[src/rtl/flex_counter_ud.sv]
// Up/down counter over the range 1..rollover_val with selectable wrap or saturate
// behaviour, parallel load, clear, a terminal-value flag and a one-cycle wrap pulse.
module flex_counter_ud #(
    parameter int NUM_CNT_BITS = 4
) (
    input  logic                    clk,
    input  logic                    n_rst,
    input  logic                    clear,
    input  logic                    load,
    input  logic [NUM_CNT_BITS-1:0] load_val,
    input  logic                    count_enable,
    input  logic                    count_down,
    input  logic                    stop_at_term,
    input  logic [NUM_CNT_BITS-1:0] rollover_val,
    output logic [NUM_CNT_BITS-1:0] count_out,
    output logic                    rollover_flag,
    output logic                    wrap_pulse
);

    localparam logic [NUM_CNT_BITS-1:0] ONE  = NUM_CNT_BITS'(1);
    localparam logic [NUM_CNT_BITS-1:0] ZERO = '0;

    logic [NUM_CNT_BITS-1:0] term_val;
    logic [NUM_CNT_BITS-1:0] next_count;
    logic                    next_wrap;
    logic                    at_term;
    logic                    zero_bound;

    assign term_val   = count_down ? ONE : rollover_val;
    assign at_term    = (count_out == term_val);
    assign zero_bound = (rollover_val == ZERO);

    always_comb begin
        next_count = count_out;
        next_wrap  = 1'b0;
        if (clear) begin
            next_count = ZERO;
        end else if (load) begin
            next_count = load_val;
        end else if (count_enable && !zero_bound && !(stop_at_term && at_term)) begin
            // Out-of-range counts (e.g. from an unchecked load) wrap like the terminal value.
            if (!count_down) begin
                if (count_out >= rollover_val) begin
                    next_count = ONE;
                    next_wrap  = 1'b1;
                end else begin
                    next_count = count_out + ONE;
                end
            end else begin
                if ((count_out <= ONE) || (count_out > rollover_val)) begin
                    next_count = rollover_val;
                    next_wrap  = 1'b1;
                end else begin
                    next_count = count_out - ONE;
                end
            end
        end
    end

    always_ff @(posedge clk) begin
        if (!n_rst) begin
            count_out     <= ZERO;
            rollover_flag <= 1'b0;
            wrap_pulse    <= 1'b0;
        end else begin
            count_out     <= next_count;
            rollover_flag <= (next_count == term_val) && !zero_bound;
            wrap_pulse    <= next_wrap;
        end
    end

endmodule

[config.mk]
export PLATFORM = sky130hd
export DESIGN_NAME = flex_counter_ud
export DESIGN_NICKNAME = d
export VERILOG_FILES = /design/src/rtl/flex_counter_ud.sv
export SDC_FILE = /design/constraint.sdc
export NUM_CORES = 1
export LEC_CHECK = 0
export CELL_PAD_IN_SITES_DETAIL_PLACEMENT = 1
export CELL_PAD_IN_SITES_GLOBAL_PLACEMENT = 1
export CORE_MARGIN = 2
export CORE_UTILIZATION = 34
export CTS_BUF_LIST = sky130_fd_sc_hd__clkbuf_4
export DETAILED_ROUTE_END_ITERATION = 16
export PLACE_DENSITY_LB_ADDON = 0.2
export SLEW_MARGIN = 30
export SYNTH_ARGS = -nofsm -noshare
export SYNTH_HDL_FRONTEND = slang
export SYNTH_SLANG_ARGS = --single-unit
[constraint.sdc]
create_clock -name clk -period 2.5 [get_ports clk]
set_input_delay 0.5 -clock clk [delete_from_list [all_inputs] [get_ports clk]]
set_output_delay 0.5 -clock clk [all_outputs]
set_load 0.02 [all_outputs]
==> key figures <==
Timing
  • Skew final: 0.01291 ns
  • Worst slew margin: 78.85%
  • Max Clk Rate: 383.7 MHz
  • # setup viols final: 2
  • RSZ-0062 raised after global routing: yes
  • Worst setup margin: -0.1059 ns
  • Final hold vios: 0
  • Actual slew at the worst max-slew pin: 0.3084 ns
  • Final period util: 104.2%
  • Setup TNS: -0.1273 ns
  • Worst hold slack: 0.7606 ns
  • Final-report max-slew violation count: 0
  • Fin crit period: 2.606 ns

Logic synthesis
  • Gate Count Post-Synth: 113
  • Warnings from Yosys: 0
  • Yosys cell types: 56
  • Register area share after synthesis: 13.28%
  • Netlist Area Pre-Place: 904.6 um^2
  • Syn_area_per_cell: 8.005 um^2
  • Main synth FF type: dfxtp_1
  • Synth async-reset ratio: 0%
  • Area leader, netlist: dfxtp_1
  • Syn_nets: 135
  • Ranking of synthesized cells by area: dfxtp_1 13%, ha_1 9.7%, nor2_1 4.6%, inv_1 3.7%, a2111oi_2 3.3%
  • #FFs+latches synth: 6
  • Post-synth top area share: 13.28%
  • Number of flops mapped to enable cells by yosys: 0

Worst hold path
  • Worst min path class: input pin to flip-flop
  • Worst Hold Path EP: rollover_flag$_SDFF_PN0_
  • Min-delay src: rollover_val[1]
  • Cells on Worst Hold Path: 4

Finish
  • Design area: 1642 um^2
  • Commonest cells after routing, fill and taps aside: 39 x buf_4, 15 x clkdlybuf4s50_1, 11 x nor2_1, 6 x nand2_1, 5 x ha_4
  • Layout cells sized above 1: 52.02%
  • Layout area overhead: 81.47%
  • Final nets: 197
  • Commonest non-fill, non-tap cell in the layout: buf_4
  • Util after Layout: 65.67%
  • Non-Filler Instances: 203
  • Number of diodes: 0

Outcome
  • Status: finished with violations
  • Failing checks: setup timing

Routing
  • Drt drc: 0
  • Vias/cell: 5.734
  • Initial DRC Count: 42
  • WL per Instance: 20.45 um
  • Routed vias: 1164
  • Total wire length: 4151 um
  • Antenna Violating Nets Remaining: 0
  • Drt pass-1 iters: 4

Worst setup path
  • Crit Path Max Fanout: 4
  • Worst Path Class, Setup: flip-flop to flip-flop
  • Reg2reg start: count_out[1]$_SDFF_PN0_
  • WP data arrival: 2.75 ns
  • Worst R2R Setup Slack: -0.11 ns
  • R2r endpoint: count_out[2]$_SDFF_PN0_
  • Kind of start point of the critical path: flip-flop
  • Worst EP required: 2.64 ns
  • Worst reg2reg path depth: 11
  • Crit. End Element: flip-flop

Clock tree
  • Clock sinks: 6
  • Bufs on Longest Clock Path: 2
  • Clk Latency, worst-skew pair: 0.26 ns
  • CTS clk-pin slew, worst paths: 0.05 ns
  • Clock root buffer master: clkbuf_4
  • Hold Buf Count CTS: 0
  • Num CTS Buffers: 3
  • Max H-tree Level: 1
  • CTS tree: built

Place
  • Port Buffers: 20
  • Placed Area: 1414 um^2
  • Placed wire-length estimate: 2729 um
  • Gp weighted congestion: 0.8043
  • Placed insts: 191

Die
  • Chip height: 55.58 um
  • Die Wd: 55.58 um
  • Starting density of the core: 36.19%
  • Ports: 21
  • Die area: 3089 um^2
  • Core Footprint: 2500 um^2
  • Site Rows: 18

Global routing
  • Pin count of the biggest net entering global routing: 12
  • Total GRT Usage: 24.21%
  • First-pass GRT wire length: 5754 um
  • Total gr overflow: 0
  • Vias in the first global route: 1213
  • Initial antenna violation count: 0

Power and ir drop
  • Static Leak: 0.6886 nW
  • VDD IR max: 0.0002468 V
  • Pwr per Cell Area: 338.0 nW/um^2

Flow run
  • Number of max-cap violations: 0
==> synth_stat cells (3+ instances only) <==
cell,number
nand2b_1,4
nand2_1,7
xnor2_1,3
dfxtp_1,6
inv_1,9
o21ai_0,3
ha_1,7
nor3_1,5
nor2_1,11
nor2b_1,3
==> kinds of logic (layout without fill, tap and decap cells) <==
family,Yosys count,count (layout),synth area share [%]
AND/OR/NAND/NOR,49,49,31.12
buffers and inverters,14,74,8.850
flip-flops,6,6,13.28
adder cells (fa/ha/maj),7,7,9.681
XOR/XNOR,4,4,3.873
multiplexers,2,2,2.213
AO/OA/AOI/OAI,31,31,30.99
==> timing repair <==
item / in CTS / in global routing
hold endpoints to repair: 0 / 0
gates resized for setup: 23 / 19
endpoints found under the setup margin: 5 / 2
pin swaps: 19 / 21
setup buffers: 5 / 4
==> layer usage <==
layer | global-route usage (%) | part of all wire [%] | up-vias
met1 | 27.82 | 43 | 579
met3 | 3.023 | 2.9 | 9
met4 | 11.15 | 2.0 | 0
met5 | 0 | 0 | -
li1 | - | - | 540
met2 | 44.05 | 52 | 36
==> critical path, cell delays in order (launching register included) <==
cell and delay (ns):
dfxtp_4 0.37, buf_12 0.13, ha_4 0.23, and4_4 0.20
a2111oi_4 0.37, nand2_2 0.17, buf_4 0.17, o221ai_2 0.14
a221o_1 0.28, buf_4 0.15, nor2_1 0.04, nor3_1 0.22
==> worst max-delay path by stage <==
stage | startpoint | end | slack (ns) | cells after the start
after floorplan | rollover_val[1] | rollover_flag$_SDFF_PN0_ | 0.0006 | 11
after global placement | rollover_val[3] | rollover_flag$_SDFF_PN0_ | -0.65 | 10
after detailed placement | rollover_val[3] | rollover_flag$_SDFF_PN0_ | -0.80 | 12
after CTS | count_out[1]$_SDFF_PN0_ | rollover_flag$_SDFF_PN0_ | 0.01 | 9
after global routing | count_out[1]$_SDFF_PN0_ | count_out[2]$_SDFF_PN0_ | -0.20 | 11
final | count_out[1]$_SDFF_PN0_ | count_out[2]$_SDFF_PN0_ | -0.11 | 11
==> stage by stage <==
| stage | total power, mW | setup slack [ns] |
|---|---|---|
| 2_1_floorplan | 0.2573 | 0.0006359 |
| 3_3_place_gp | 0.3711 | -0.6453 |
| 3_5_place_dp | 0.3810 | -0.8011 |
| 4_1_cts | 0.5076 | 0.01076 |
| 5_1_grt | 0.5793 | -0.1970 |
| 6_report | 0.5548 | -0.1059 |
==> power by group <==
part / switching [mW] / total (mW) / leakage (nW) / internal [mW]
clock: 0.0421 / 0.0969 / 0.0138 / 0.0548
sequential: 0.00721 / 0.107 / 0.0504 / 0.100
combinational: 0.165 / 0.351 / 0.624 / 0.185
==> state kept, by name (all words and copies together), names as in the netlist <==
name	cells
count_out	4
wrap_pulse	1
rollover_flag	1
==> final cells by class <==
class | count | area [um^2]
clock buffers | 3 | 22.52
fillers | 286 | 858.3
inverters | 9 | 40.04
multi-input cells | 93 | 890.9
flip-flops and latches | 6 | 127.6
well taps | 30 | 37.54
repair buffers | 62 | 523.0
No activity file was read; power rests on OpenSTA's default activity.
